## src/rtl/rsa256_uart_bridge_pkg.sv

```systemverilog
// Shared constants and types for the RSA-256 UART bridge.
// UART register map, status bit positions, FSM state and key-phase enums.
package rsa256_pkg;

  localparam logic [4:0] RX_BASE     = 5'd0;
  localparam logic [4:0] TX_BASE     = 5'd4;
  localparam logic [4:0] STATUS_BASE = 5'd8;

  localparam int RX_OK_BIT = 7;
  localparam int TX_OK_BIT = 6;

  // Bytes per received operand, and bytes returned per block (top result byte is dropped)
  localparam logic [5:0] BYTES_IN  = 6'd32;
  localparam logic [5:0] BYTES_OUT = 6'd31;

  typedef enum logic [2:0] {
    S_QUERY_RX,
    S_READ,
    S_START,
    S_CALC,
    S_QUERY_TX,
    S_WRITE
  } state_t;

  typedef enum logic [1:0] {
    PH_N,
    PH_D,
    PH_A
  } phase_t;

  // N then D then ciphertext; ciphertext blocks repeat with the keys kept
  function automatic phase_t next_phase(input phase_t p);
    case (p)
      PH_N:    return PH_D;
      default: return PH_A;
    endcase
  endfunction

endpackage

```

## src/rtl/rsa256_uart_bridge_if.sv

```systemverilog
// Avalon-MM bus between the bridge (master) and the UART peripheral (slave).
interface rsa256_uart_bridge_if;

  logic [4:0]  avm_address;
  logic        avm_read;
  logic [31:0] avm_readdata;
  logic        avm_write;
  logic [31:0] avm_writedata;
  logic        avm_waitrequest;

  modport master (
    output avm_address,
    output avm_read,
    output avm_write,
    output avm_writedata,
    input  avm_readdata,
    input  avm_waitrequest
  );

  modport slave (
    input  avm_address,
    input  avm_read,
    input  avm_write,
    input  avm_writedata,
    output avm_readdata,
    output avm_waitrequest
  );

endinterface

```

## src/rtl/rsa256_uart_bridge_avm_port.sv

```systemverilog
// Avalon-MM request register: holds a request stable through waitrequest,
// reports the accepting edge as a single strobe, and forces a one-cycle
// idle gap after every accepted transfer.
module rsa_avm_port
  import rsa256_pkg::*;
(
  input  logic                        i_clk,
  input  logic                        i_rst_n,
  rsa256_uart_bridge_if.master        avm,
  input  logic                        req_read,
  input  logic                        req_write,
  input  logic [4:0]                  req_address,
  input  logic [7:0]                  req_wbyte,
  output logic                        accepted,
  output logic [7:0]                  rd_byte
);

  logic busy;
  logic unused_rd_hi;

  assign busy         = avm.avm_read | avm.avm_write;
  assign accepted     = busy & ~avm.avm_waitrequest;
  assign rd_byte      = avm.avm_readdata[7:0];
  assign unused_rd_hi = ^avm.avm_readdata[31:8];

  // Request register: reset starts a status poll, accept drops the request, idle loads the next one
  always_ff @(posedge i_clk) begin
    if (!i_rst_n) begin
      avm.avm_address   <= STATUS_BASE;
      avm.avm_read      <= 1'b1;
      avm.avm_write     <= 1'b0;
      avm.avm_writedata <= 32'd0;
    end else if (accepted) begin
      avm.avm_read  <= 1'b0;
      avm.avm_write <= 1'b0;
    end else if (!busy) begin
      avm.avm_address   <= req_address;
      avm.avm_read      <= req_read;
      avm.avm_write     <= req_write & ~req_read;
      avm.avm_writedata <= {24'd0, req_wbyte};
    end
  end

endmodule

```

## src/rtl/rsa256_uart_bridge.sv

```systemverilog
// RSA-256 UART bridge: loads N, D and ciphertext blocks byte-wise from a
// polled UART, runs the decryption core per block and streams back 31
// plaintext bytes. Optional feature macro: RSA_BRIDGE_KEY_RELOAD_EN adds
// i_key_reload, which sends the bridge back to key loading after the
// current block.
module rsa256_uart_bridge
  import rsa256_pkg::*;
(
  input  logic                  i_clk,
  input  logic                  i_rst_n,
  rsa256_uart_bridge_if.master  avm,
  output logic                  o_core_start,
  output logic [255:0]          o_core_a,
  output logic [255:0]          o_core_d,
  output logic [255:0]          o_core_n,
  input  logic [255:0]          i_core_a_pow_d,
  input  logic                  i_core_finished
`ifdef RSA_BRIDGE_KEY_RELOAD_EN
  ,
  input  logic                  i_key_reload
`endif
);

  state_t         state, next_state;
  phase_t         phase;
  logic [5:0]     byte_cnt;
  logic [255:0]   n_reg, d_reg, a_reg;
  logic [247:0]   out_reg;
  logic           calc_armed;
  logic           accepted;
  logic [7:0]     rd_byte;
  logic           req_read, req_write;
  logic [4:0]     req_address;
  logic           rx_take, tx_done, last_in, last_out, finish_seen, reload_now;
  logic           unused_result_hi;

  assign rx_take          = (state == S_READ)  && accepted;
  assign tx_done          = (state == S_WRITE) && accepted;
  assign last_in          = (byte_cnt == BYTES_IN - 6'd1);
  assign last_out         = (byte_cnt == BYTES_OUT - 6'd1);
  assign finish_seen      = (state == S_CALC) && calc_armed && i_core_finished;
  assign unused_result_hi = ^i_core_a_pow_d[255:248];

  assign o_core_n = n_reg;
  assign o_core_d = d_reg;
  assign o_core_a = a_reg;

  rsa_avm_port u_port (
    .i_clk       (i_clk),
    .i_rst_n     (i_rst_n),
    .avm         (avm),
    .req_read    (req_read),
    .req_write   (req_write),
    .req_address (req_address),
    .req_wbyte   (out_reg[247:240]),
    .accepted    (accepted),
    .rd_byte     (rd_byte)
  );

  // State register; calc_armed masks a finished flag left over from the previous block
  always_ff @(posedge i_clk) begin
    if (!i_rst_n) begin
      state      <= S_QUERY_RX;
      calc_armed <= 1'b0;
    end else begin
      state      <= next_state;
      calc_armed <= (state == S_CALC);
    end
  end

  // Next-state decode driven by the port's accept strobe and the byte counter
  always_comb begin
    next_state = state;
    unique case (state)
      S_QUERY_RX: if (accepted && rd_byte[RX_OK_BIT]) next_state = S_READ;
      S_READ:     if (accepted) next_state = (last_in && phase == PH_A) ? S_START : S_QUERY_RX;
      S_START:    next_state = S_CALC;
      S_CALC:     if (finish_seen) next_state = S_QUERY_TX;
      S_QUERY_TX: if (accepted && rd_byte[TX_OK_BIT]) next_state = S_WRITE;
      S_WRITE:    if (accepted) next_state = last_out ? S_QUERY_RX : S_QUERY_TX;
      default:    next_state = S_QUERY_RX;
    endcase
  end

  // Outputs; bus requests follow next_state so the port can issue them right after the gap
  always_comb begin
    o_core_start = (state == S_START);
    req_read     = 1'b0;
    req_write    = 1'b0;
    req_address  = STATUS_BASE;
    unique case (next_state)
      S_QUERY_RX, S_QUERY_TX: req_read = 1'b1;
      S_READ: begin
        req_read    = 1'b1;
        req_address = RX_BASE;
      end
      S_WRITE: begin
        req_write   = 1'b1;
        req_address = TX_BASE;
      end
      default: ;
    endcase
  end

  // Operand assembly, result capture/shift-out, byte counter and key phase
  always_ff @(posedge i_clk) begin
    if (!i_rst_n) begin
      phase    <= PH_N;
      byte_cnt <= 6'd0;
      n_reg    <= '0;
      d_reg    <= '0;
      a_reg    <= '0;
      out_reg  <= '0;
    end else begin
      if (rx_take) begin
        case (phase)
          PH_N:    n_reg <= {n_reg[247:0], rd_byte};
          PH_D:    d_reg <= {d_reg[247:0], rd_byte};
          default: a_reg <= {a_reg[247:0], rd_byte};
        endcase
        if (last_in) begin
          byte_cnt <= 6'd0;
          phase    <= next_phase(phase);
        end else begin
          byte_cnt <= byte_cnt + 6'd1;
        end
      end
      if (finish_seen) out_reg <= i_core_a_pow_d[247:0];
      if (tx_done) begin
        out_reg  <= {out_reg[239:0], 8'h00};
        byte_cnt <= last_out ? 6'd0 : byte_cnt + 6'd1;
      end
      if (reload_now) begin
        phase    <= PH_N;
        byte_cnt <= 6'd0;
      end
    end
  end

`ifdef RSA_BRIDGE_KEY_RELOAD_EN
  logic reload_flag;

  assign reload_now = (reload_flag | i_key_reload) &
                      ((tx_done & last_out) |
                       (phase == PH_A && state == S_QUERY_RX && byte_cnt == 6'd0));

  // Sticky reload request, consumed once the bridge sits between blocks
  always_ff @(posedge i_clk) begin
    if (!i_rst_n)          reload_flag <= 1'b0;
    else if (reload_now)   reload_flag <= 1'b0;
    else if (i_key_reload) reload_flag <= 1'b1;
  end
`else
  assign reload_now = 1'b0;
`endif

endmodule

```

## src/flat_wrapper.sv

```systemverilog
// flat-port wrapper written by rule: the top's interface ports become plain ports
module rsa256_uart_bridge_flat import rsa256_pkg::*;
  (i_clk, i_rst_n, o_core_start, o_core_a, o_core_d, o_core_n, i_core_a_pow_d, i_core_finished, avm_avm_address, avm_avm_read, avm_avm_write, avm_avm_writedata, avm_avm_readdata, avm_avm_waitrequest);
  rsa256_uart_bridge_if avm_i ();
  input  logic i_clk;
  input  logic i_rst_n;
  output logic o_core_start;
  output logic [255:0] o_core_a;
  output logic [255:0] o_core_d;
  output logic [255:0] o_core_n;
  input  logic [255:0] i_core_a_pow_d;
  input  logic i_core_finished;
  output wire logic [$bits(avm_i.avm_address)-1:0] avm_avm_address;
  output wire logic [$bits(avm_i.avm_read)-1:0] avm_avm_read;
  output wire logic [$bits(avm_i.avm_write)-1:0] avm_avm_write;
  output wire logic [$bits(avm_i.avm_writedata)-1:0] avm_avm_writedata;
  input wire logic [$bits(avm_i.avm_readdata)-1:0] avm_avm_readdata;
  input wire logic [$bits(avm_i.avm_waitrequest)-1:0] avm_avm_waitrequest;
  assign avm_avm_address = avm_i.avm_address;
  assign avm_avm_read = avm_i.avm_read;
  assign avm_avm_write = avm_i.avm_write;
  assign avm_avm_writedata = avm_i.avm_writedata;
  assign avm_i.avm_readdata = avm_avm_readdata;
  assign avm_i.avm_waitrequest = avm_avm_waitrequest;
  rsa256_uart_bridge u_core (.i_clk(i_clk), .i_rst_n(i_rst_n), .avm(avm_i), .o_core_start(o_core_start), .o_core_a(o_core_a), .o_core_d(o_core_d), .o_core_n(o_core_n), .i_core_a_pow_d(i_core_a_pow_d), .i_core_finished(i_core_finished));
endmodule
```

## config.mk

```make
export PLATFORM = sky130hd
export DESIGN_NAME = rsa256_uart_bridge_flat
export DESIGN_NICKNAME = d
export VERILOG_FILES = /design/src/rtl/rsa256_uart_bridge_pkg.sv /design/src/rtl/rsa256_uart_bridge_if.sv /design/src/rtl/rsa256_uart_bridge_avm_port.sv /design/src/rtl/rsa256_uart_bridge.sv /design/src/flat_wrapper.sv
export SDC_FILE = /design/constraint.sdc
export NUM_CORES = 2
export LEC_CHECK = 0
export ABC_AREA = 1
export CAP_MARGIN = 15
export CORE_AREA = 2 2 423 425
export CTS_CLUSTER_DIAMETER = 150
export CTS_CLUSTER_SIZE = 25
export DETAILED_ROUTE_END_ITERATION = 6
export DIE_AREA = 0 0 425 427
export GPL_TIMING_DRIVEN = 0
export PLACE_DENSITY = 0.39
export SLEW_MARGIN = 5
export SYNTH_ARGS = -nofsm -noshare
export SYNTH_HDL_FRONTEND = slang
export SYNTH_SLANG_ARGS = --single-unit
```

## constraint.sdc

```tcl
create_clock -name i_clk -period 1.8 [get_ports i_clk]
set_input_delay 0.18 -clock i_clk [delete_from_list [all_inputs] [get_ports i_clk]]
set_output_delay 0.18 -clock i_clk [all_outputs]
set_load 0.01 [all_outputs]
```

==> results.cfg <==
[detailed_routing]
vias_per_cell = 4.72
firstDrtPassIters = 6
drt-total-wl_mm = 213
via_count = 40300
antenna_left = 0
avgRoutedWirePerCell_um = 25.0
dr.first_iter.drc_count = 2834
drc_errors = 0

[setup_path]
ff2ff_path_depth = 5
required_ns = 1.62
cp_num_buf_inv = 1
path_cells = clkdlybuf4s50_1
crit_path_end_kind = primary output
cpMaxStageDelayCell = clkdlybuf4s50_1
worstSetupStartpointType = flop
cp_data_arrival_time_ns = 1.80
cp_max_fo = 3
criticalPathCategory = flop to primary output
cp_top_family = buffers and inverters
path_depth = 1
critical_path.max_stage_delay_ns = 0.68

[global_route]
grt_pass1_wl_mm = 292
antenna_found_initial = 12
gr-total-overflow = 0
track_usage_pct = 21.8
grt_pass1_vias = 38700
grt_max_degree = 26

[synth]
synthFlopType = dfxtp_1
ys_async_sr_fraction_pct = 0
netlist_area_mm2 = 0.0391
synth_edf_count = 0
synth_commonest_cells = nand2_1, dfxtp_1, a21oi_1
synth.avg_cell_area_um2 = 7.86
ys_ff_latch = 1040
synth_warnings = 0
synth_cell_types = 26
synth_area_leaders = dfxtp_1, nand2_1, a21oi_1
synth_most_common_cell = nand2_1
synth_seq_area_share_pct = 53.2
yosys.area.top_type = dfxtp_1
synthDominantCellAreaShare_pct = 53.2
syn_inst = 4975

[floorplanning]
core_mm2 = 0.177
start_util_pct = 22.1
die_w_um = 425
die_y_um = 427
ios = 1100
dieArea_mm2 = 0.181
placementRows = 155

[power]
cellPowerDensity_mw_per_mm2 = 679
power_leakage_uw = 0.0196
finalPower_uw = 39100
ir_worst_vdd_mv = 0.667

[timing]
maxSlewViolCount = 0
report.final.hold_viol_count = 0
clock_skew_ns = 0.0377
rsz0062_at_grt = yes
tightest_slew_ns = 0.957
timing.hold.ws_ns = 0.0724
fmax_mhz = 505
final.min_clock_period_ns = 1.98
timing.final.ws_setup_ns = -0.180
relSlewSlack_pct = 36.2
period_share_pct = 110
finalSetupViolations = 1359

[flow_run]
drv_cap = 0

[placement]
port-buffer-count = 1040
dp_hpwl_mm = 165
placed_cell_area_mm2 = 0.0526
place.gp.congestion = 0.909

[min_path]
hold_class = input port to flop
whs_path_depth = 3

[layout]
final_cell_area_mm2 = 0.0575
n_fill_cell = 19100
register_area_mm2 = 0.0209
drive_gt1_share_pct = 11.1
multi_input_area_mm2 = 0.0167
area_growth_pct = 47.1
fin_nets = 6477

[clock_network]
h-tree-depth = 2
cts_sinks = 1040
clockBufferDepth = 3
root_buffer = clkbuf_16
cts_tree = built
cts_buffers = 48
clock_latency_ns = 0.71
path_clk_slew_ns = 0.11

[status]
outcome = complete, but fails checks
failed_checks = setup timing
## report_power, final
group	switching, µW	internal (µW)
clock network	8340	5160
registers	25.8	23000
logic	1330	1180
## per-stage QoR
step | TNS, ns | cells | worst slack [ns] | utilization [%]
2_1_floorplan | 0 | 5001 | 0.215 | -
3_3_place_gp | -1264.34 | 8396 | -1.95 | 29.7
3_5_place_dp | -1036.74 | 8396 | -1.46 | 29.7
4_1_cts | -203.50 | 8479 | -0.245 | 30.7
5_1_grt | -208.04 | 8550 | -0.239 | 32.5
6_report | -65.57 | 8551 | -0.180 | 32.5
## layout make-up
cell class	count	area share, %
flip-flops and latches	1040	36.3
multi-input cells	3436	29.0
repair buffers	1133	20.9
plain buffers	504	6.16
well taps	2355	5.12
clock buffers	50	2.15
clock inverters	6	0.148
inverters	20	0.146
diodes	7	0.0304
## cells in the final DEF (no fill, tap or decap), drive strengths merged, types with 27 or more instances in the layout
| master | Yosys | final |
|---|---|---|
| a21oi | 787 | 787 |
| a31oi | 237 | 237 |
| buf | 261 | 288 |
| clkbuf | 244 | 338 |
| clkdlybuf4s50 | 0 | 818 |
| conb | 1 | 27 |
| dfxtp | 1040 | 1040 |
| dlygate4sd2 | 0 | 163 |
| dlymetal6s2s | 0 | 54 |
| nand2 | 1528 | 1528 |
| nand3 | 525 | 525 |
| nand4 | 258 | 258 |
| nor2 | 44 | 44 |
## kinds of logic (layout without fill, tap and decap cells)
kind of cell | after synthesis | count (layout) | share of synthesized area [%]
flops | 1040 | 1040 | 53.2
other cells | 1 | 34 | 0.00959
compound gates | 1046 | 1046 | 14.2
buf+inv | 525 | 1713 | 6.44
xor+xnor | 2 | 2 | 0.0448
simple gates | 2359 | 2359 | 26.0
fa+ha+maj | 2 | 2 | 0.0640
## final timing paths
path	start	to	slack [ns]
setup / recovery	u_core.o_core_n[43]	o_core_n[43]	-0.18
hold / removal	i_core_a_pow_d[12]	u_core.out_reg[12]	0.07
setup reg to reg	u_core.phase[0]	u_core.o_core_d[59]	-0.11
hold reg to reg	u_core.out_reg[5]	u_core.out_reg[5]	0.46
## routing by layer
layer | vias up | GRT usage (%) | wire (µm)
li1 | 19400 | - | -
met1 | 19700 | 26.3 | 87000
met2 | 1029 | 37.8 | 105000
met3 | 208 | 4.94 | 12700
met4 | 0 | 7.91 | 8480
met5 | - | 0 | 0
## what timing repair did
item	CTS	global route
hold buffers	21	0
buffers inserted	5	17
resized for setup	343	642
hold endpoints to repair	21	0
pin swaps	1	115
gates cloned	1	49
setup endpoints to repair	1809	1698
(Power assumes the default switching activity.)
